**src/rtl/seq_rc_addsub_if.sv**
```systemverilog
// Start/Busy/Done operand and result bundle between the control unit and the adder.
// master: control unit side, drives Start/Sub/A/B/Cin and observes the results.
// slave: adder side, drives Busy/Done/Result/Cout/Overflow/Zero.
interface seq_rc_addsub_if #(
  parameter int WIDTH = 32
);
  logic             Start;
  logic             Sub;
  logic [WIDTH-1:0] A;
  logic [WIDTH-1:0] B;
  logic             Cin;
  logic             Busy;
  logic             Done;
  logic [WIDTH-1:0] Result;
  logic             Cout;
  logic             Overflow;
  logic             Zero;

  modport master (
    output Start, Sub, A, B, Cin,
    input  Busy, Done, Result, Cout, Overflow, Zero
  );

  modport slave (
    input  Start, Sub, A, B, Cin,
    output Busy, Done, Result, Cout, Overflow, Zero
  );
endinterface

```
**src/rtl/seq_rc_addsub.sv**
```systemverilog
// Multi-cycle ripple-carry add/subtract: one CHUNK-bit slice per clock over a WIDTH-bit operand.
// Latency: Done is visible WIDTH/CHUNK edges after the accepted Start; one op per NCHUNK+1 cycles.
// Backpressure: Start is sampled only while idle; Start during Busy is dropped, never queued.
// Ports: clock, clear_n (async active-low); bus (slave) carries Start/Sub/A/B/Cin in,
//   Busy/Done/Result/Cout/Overflow/Zero out. Define SEQ_ADDSUB_SAT_EN to saturate on overflow.
module seq_rc_addsub #(
  parameter int WIDTH = 32,
  parameter int CHUNK = 8
) (
  input  logic          clock,
  input  logic          clear_n,
  seq_rc_addsub_if.slave bus
);

  localparam int NCHUNK = (CHUNK > 0) ? WIDTH / CHUNK : 1;
  localparam int KW     = (NCHUNK > 1) ? $clog2(NCHUNK) : 1;

  if (WIDTH < 2 || CHUNK < 1 || (WIDTH % CHUNK) != 0) begin : g_bad_params
    $error("seq_rc_addsub: WIDTH must be >= 2 and a multiple of CHUNK");
  end

  typedef enum logic {IDLE, RUN} state_t;

  state_t           state, state_nxt;
  logic [KW-1:0]    k;
  logic [WIDTH-1:0] a_q, b_q, acc_q;
  logic             carry_q;
  logic [WIDTH-1:0] result_q;
  logic             cout_q, ovf_q, zero_q, done_q;

  // Slice datapath: operands shift right each RUN cycle so slice k always sits at the bottom.
  logic [CHUNK-1:0] a_s, b_s, sum_s;
  logic             c_out_s, c_msb, ovf_s, last;
  logic [WIDTH-1:0] acc_nxt, res_fin;

  assign a_s = a_q[CHUNK-1:0];
  assign b_s = b_q[CHUNK-1:0];
  assign {c_out_s, sum_s} = {1'b0, a_s} + {1'b0, b_s} + {{CHUNK{1'b0}}, carry_q};
  // Carry into the slice MSB recovered from its sum bit; meaningful for the final slice.
  assign c_msb   = a_s[CHUNK-1] ^ b_s[CHUNK-1] ^ sum_s[CHUNK-1];
  assign ovf_s   = c_msb ^ c_out_s;
  assign last    = (k == KW'(NCHUNK - 1));
  // New slice enters at the top; after NCHUNK shifts slice 0 has reached bit 0.
  assign acc_nxt = (acc_q >> CHUNK) | (WIDTH'(sum_s) << (WIDTH - CHUNK));

`ifdef SEQ_ADDSUB_SAT_EN
  // On overflow both operands share A's sign, so A's MSB gives the true result's sign.
  assign res_fin = !ovf_s ? acc_nxt :
                   a_s[CHUNK-1] ? {1'b1, {(WIDTH-1){1'b0}}} : {1'b0, {(WIDTH-1){1'b1}}};
`else
  assign res_fin = acc_nxt;
`endif

  // State register
  always_ff @(posedge clock or negedge clear_n) begin
    if (!clear_n) state <= IDLE;
    else          state <= state_nxt;
  end

  // Next-state logic
  always_comb begin
    state_nxt = state;
    case (state)
      IDLE: if (bus.Start) state_nxt = RUN;
      RUN:  if (last)      state_nxt = IDLE;
      default:             state_nxt = IDLE;
    endcase
  end

  // Datapath and registered outputs
  always_ff @(posedge clock or negedge clear_n) begin
    if (!clear_n) begin
      k        <= '0;
      a_q      <= '0;
      b_q      <= '0;
      acc_q    <= '0;
      carry_q  <= 1'b0;
      result_q <= '0;
      cout_q   <= 1'b0;
      ovf_q    <= 1'b0;
      zero_q   <= 1'b0;
      done_q   <= 1'b0;
    end else begin
      done_q <= 1'b0;
      if (state == IDLE) begin
        if (bus.Start) begin
          a_q     <= bus.A;
          b_q     <= bus.Sub ? ~bus.B : bus.B;
          carry_q <= bus.Sub ? 1'b1 : bus.Cin;
          k       <= '0;
        end
      end else begin
        a_q     <= a_q >> CHUNK;
        b_q     <= b_q >> CHUNK;
        carry_q <= c_out_s;
        acc_q   <= acc_nxt;
        k       <= k + KW'(1);
        if (last) begin
          result_q <= res_fin;
          cout_q   <= c_out_s;
          ovf_q    <= ovf_s;
          zero_q   <= (res_fin == '0);
          done_q   <= 1'b1;
        end
      end
    end
  end

  // Output logic
  always_comb begin
    bus.Busy     = (state == RUN);
    bus.Done     = done_q;
    bus.Result   = result_q;
    bus.Cout     = cout_q;
    bus.Overflow = ovf_q;
    bus.Zero     = zero_q;
  end

endmodule

```
**src/flat_wrapper.sv**
```systemverilog
// flat-port wrapper written by rule: the top's interface ports become plain ports
module seq_rc_addsub_flat 
#(
  parameter int WIDTH = 32,
  parameter int CHUNK = 8
)
  (clock, clear_n, bus_Start, bus_Sub, bus_A, bus_B, bus_Cin, bus_Busy, bus_Done, bus_Result, bus_Cout, bus_Overflow, bus_Zero);
  seq_rc_addsub_if #(.WIDTH(WIDTH)) bus_i ();
  input  logic clock;
  input  logic clear_n;
  input wire logic [$bits(bus_i.Start)-1:0] bus_Start;
  input wire logic [$bits(bus_i.Sub)-1:0] bus_Sub;
  input wire logic [$bits(bus_i.A)-1:0] bus_A;
  input wire logic [$bits(bus_i.B)-1:0] bus_B;
  input wire logic [$bits(bus_i.Cin)-1:0] bus_Cin;
  output wire logic [$bits(bus_i.Busy)-1:0] bus_Busy;
  output wire logic [$bits(bus_i.Done)-1:0] bus_Done;
  output wire logic [$bits(bus_i.Result)-1:0] bus_Result;
  output wire logic [$bits(bus_i.Cout)-1:0] bus_Cout;
  output wire logic [$bits(bus_i.Overflow)-1:0] bus_Overflow;
  output wire logic [$bits(bus_i.Zero)-1:0] bus_Zero;
  assign bus_i.Start = bus_Start;
  assign bus_i.Sub = bus_Sub;
  assign bus_i.A = bus_A;
  assign bus_i.B = bus_B;
  assign bus_i.Cin = bus_Cin;
  assign bus_Busy = bus_i.Busy;
  assign bus_Done = bus_i.Done;
  assign bus_Result = bus_i.Result;
  assign bus_Cout = bus_i.Cout;
  assign bus_Overflow = bus_i.Overflow;
  assign bus_Zero = bus_i.Zero;
  seq_rc_addsub #(.WIDTH(WIDTH), .CHUNK(CHUNK)) u_core (.clock(clock), .clear_n(clear_n), .bus(bus_i));
endmodule
```
**config.mk**
```make
export PLATFORM = sky130hd
export DESIGN_NAME = seq_rc_addsub_flat
export DESIGN_NICKNAME = d
export VERILOG_FILES = /design/src/rtl/seq_rc_addsub_if.sv /design/src/rtl/seq_rc_addsub.sv /design/src/flat_wrapper.sv
export SDC_FILE = /design/constraint.sdc
export NUM_CORES = 1
export LEC_CHECK = 0
export BUFFER_PORTS_ARGS = -buffer_cell sky130_fd_sc_hd__buf_4
export CAP_MARGIN = 10
export CORE_AREA = 2 2 157 159
export CTS_CLUSTER_DIAMETER = 80
export DETAILED_ROUTE_END_ITERATION = 7
export DIE_AREA = 0 0 159 161
export SLEW_MARGIN = 40
export SYNTH_ARGS = -nofsm -noshare
export SYNTH_HDL_FRONTEND = slang
export SYNTH_SLANG_ARGS = --single-unit
```
**constraint.sdc**
```tcl
create_clock -name clock -period 5.2 [get_ports clock]
set_input_delay 0.26 -clock clock [delete_from_list [all_inputs] [get_ports clock]]
set_output_delay 0.26 -clock clock [all_outputs]
set_load 0.03 [all_outputs]
```
==> metrics.yaml <==
status:
  status: "finished clean"
floorplanning:
  die_height_um: 161
  die_w_um: 159
  die_area_mm2: 0.0256
  io_pins: 106
  start_util_pct: 24.5
  coreArea_mm2: 0.0240
  rows: 57
synthesis:
  synth_area_mm2: 0.00588
  synth_nets: 618
  synth_cell_type_count: 36
  synth_top_area_cell: "dfrtp_1"
  synth.ff_latch_count: 128
  synthFlopType: "dfrtp_1"
  async_reset_ff_share_pct: 100
  avgSynthCellArea_um2: 10.9
  yosysSeqAreaShare_pct: 54.5
  syn_inst: 539
  synthDominantCellAreaShare_pct: 54.5
  yosysWarnings: 0
  synth_area_leaders: "dfrtp_1 (54%), mux2_2 (9.0%), o21ai_0 (7.0%)"
  synth-edff-count: 0
worst_setup_path:
  cp-start-kind: "flip-flop"
  cp-end-kind: "flip-flop"
  critical_path_required_ns: 5.50
  cpMaxStageDelayCell: "fa_1"
  r2r_cells: 7
  path_common_cell: "fa_1"
  slowest_delay_ns: 0.53
  path_cells: "fa_1 > inv_1 > fa_1 > nor4b_1 > nand4_1 > or4_1 > o41ai_2"
  cp_top_family: "simple AND/OR/NAND/NOR gates"
  cp.arrival_ns: 2.68
  cp_num_cells: 7
  rrSetupSlack_ns: 2.82
  crit_type: "reg2reg"
  r2r-start: "u_core.b_q[0]$_DFFE_PN0P_"
  cp-startpoint: "u_core.b_q[0]$_DFFE_PN0P_"
  path_buf_inv: 1
  crit_fanout: 3
sta:
  finalSetupViolCount: 0
  setup_total_negative_slack_ns: 0
  fin_crit_sh_pct: 45.7
  timing.final.ws_setup_ns: 2.82
  skew_ns: 0.00849
  worst_pin_slew_ns: 0.808
  fin_crit_ns: 2.38
  slew_headroom_pct: 46.1
  fmax_mhz: 421
  slew_violations: 0
  hold_violations: 0
  rsz0062_at_grt: "no"
pwr:
  p_total_mw: 4.65
  p_switching_mw: 1.71
  ir_drop_uv: 244
  sw_frac_of_total_pct: 36.8
  clkPwrFrac_pct: 26.0
  p_leak_nw: 3.47
  power_density_mw_per_mm2: 612
  seq_power_share_pct: 37.8
  combPwrFrac_pct: 36.1
  p_int_mw: 2.94
place:
  io_buffers: 105
  place.gp.congestion: 0.748
  pre_cts_ws_ns: 2.84
  dp_hpwl_um: 9500
clock_tree:
  clockRootBuffer: "clkbuf_16"
  cts.path.max_buffers: 2
  numCtsBuffers: 17
  cts_num_sinks: 128
  worst_skew_pair.late_latency_ns: 0.41
  cts_tree: "yes"
  postCtsSetupRepairBufs: 0
  htree_num_levels: 4
  clk_pin_slew_ns: 0.06
global_route:
  grt_pass1_vias: 4003
  grt_util_met2_pct: 16.5
  overflow: 0
  grt.busiest_layer: "met2"
  antenna_found_initial: 0
  grt_pass1_wl_um: 22800
  grt_max_degree: 118
  met1_usage_pct: 16.0
  grt_usage_pct: 11.4
  met3_usage_pct: 3.70
detailed_routing:
  drt_wl_total_um: 13900
  vias: 4123
  drc: 0
  vias_per_cell: 4.25
  antenna_left: 0
  drt_pass1_iterations: 4
  dr.first_iter.drc_count: 219
  wire_per_inst_um: 14.3
cells_and_area:
  drive_above_1_share_pct: 29.9
  post-route-util_pct: 31.7
  areaGrowthSynthToFinish_pct: 29.1
  fin_nets: 711
  antenna_cells: 0
hold_path:
  holdCritStartpoint: "bus_A[30]"
  hold_class: "in2reg"
  hold_depth: 3
flow_run:
  cap_violations: 0
[worst paths after layout]
path / end
worst max-delay path: u_core.bus.Zero$_DFFE_PN0P_
worst min-delay path: u_core.a_q[30]$_DFFE_PN0P_
worst max register to register: u_core.bus.Zero$_DFFE_PN0P_
worst min register to register: u_core.a_q[7]$_DFFE_PN0P_
max in group asynchronous: u_core.a_q[3]$_DFFE_PN0P_
min in group asynchronous: u_core.bus.Result[23]$_DFFE_PN0P_
[what timing repair did]
action / in CTS / in global routing
gates resized for setup: 0 / 0
hold endpoints to repair: 59 / 0
hold buffers: 1 / 0
[synth_stat cells (2+ instances only)]
cell / count
buf_2: 8
nor3_1: 3
clkbuf_1: 22
mux2_2: 47
o31ai_1: 2
nor4_1: 5
o21ai_0: 82
xor2_1: 2
xnor2_1: 35
nor2_1: 29
buf_1: 5
dfrtp_1: 128
a31oi_1: 2
ha_1: 8
a21oi_1: 6
fa_1: 2
mux2i_1: 35
nand2_1: 83
a211oi_1: 12
nand4_1: 2
inv_1: 6
[tightest hold or removal path: stages]
cell     delay, ns
buf_4         0.08
mux2i_1       0.05
nor2_1        0.07
[logic make-up after synthesis]
| group | after synthesis | synth area share [%] |
|---|---|---|
| buffers and inverters | 42 | 2.85 |
| xor gates and xnor gates | 37 | 5.51 |
| muxes | 82 | 15.0 |
| AOI/OAI and AO/OA | 112 | 10.8 |
| DFF | 128 | 54.5 |
| adders and majority gates | 10 | 2.38 |
| and+or+nand+nor | 128 | 8.98 |
[flip-flops by register name, summed over array words and instances (netlist names)]
register             flops
u_core.a_q              32
u_core.acc_q            24
u_core.b_q              32
u_core.bus.Busy          1
u_core.bus.Cout          1
u_core.bus.Done          1
u_core.bus.Overflow      1
u_core.bus.Result       32
u_core.bus.Zero          1
u_core.carry_q           1
u_core.k                 2
[metal layers]
metal	routed length, um	vias up
met5	0	-
met4	124	0
met3	814	8
met2	6110	114
met1	6820	1946
li1	-	2055
[final cells by class]
class,instances,area (um2)
inverter,7,26.3
tap,324,405
fill,2475,16400
timing repair buffer,109,836
multi-input combinational,369,2510
clock inverter,13,163
clock buffer,19,443
sequential,128,3210
[power groups by stage]
stage | registers (mW) | clock network (mW) | logic [mW]
2_1_floorplan | 1.88 | 0 | 0.979
3_3_place_gp | 1.77 | 0 | 1.65
3_5_place_dp | 1.78 | 0 | 1.68
4_1_cts | 1.76 | 1.24 | 1.70
5_1_grt | 1.82 | 1.29 | 1.84
6_report | 1.76 | 1.21 | 1.68
[cells in the final DEF, fill, tap and decap left out, types with 3 or more instances in the layout]
cell type and count:
clkinv_4 5, bufinv_16 3, nor2_1 29, a21oi_1 6
buf_4 104, buf_6 4, dfrtp_1 127, nor3_1 3
inv_1 6, a211oi_1 12, clkinv_2 4, mux2i_1 35
ha_1 8, mux2_2 47, nand2_1 83, nor4_1 5
clkbuf_16 17, xnor2_1 35, o21ai_0 82
[per-stage QoR]
stage,hold slack (ns),instances,instance area (um2)
2_1_floorplan,-0.0356,539,5880
3_3_place_gp,0.269,936,6960
3_5_place_dp,0.270,936,6970
4_1_cts,0.0739,969,7590
5_1_grt,0.0840,969,7590
6_report,0.0878,969,7590
No activity file was read; power rests on OpenSTA's default activity.
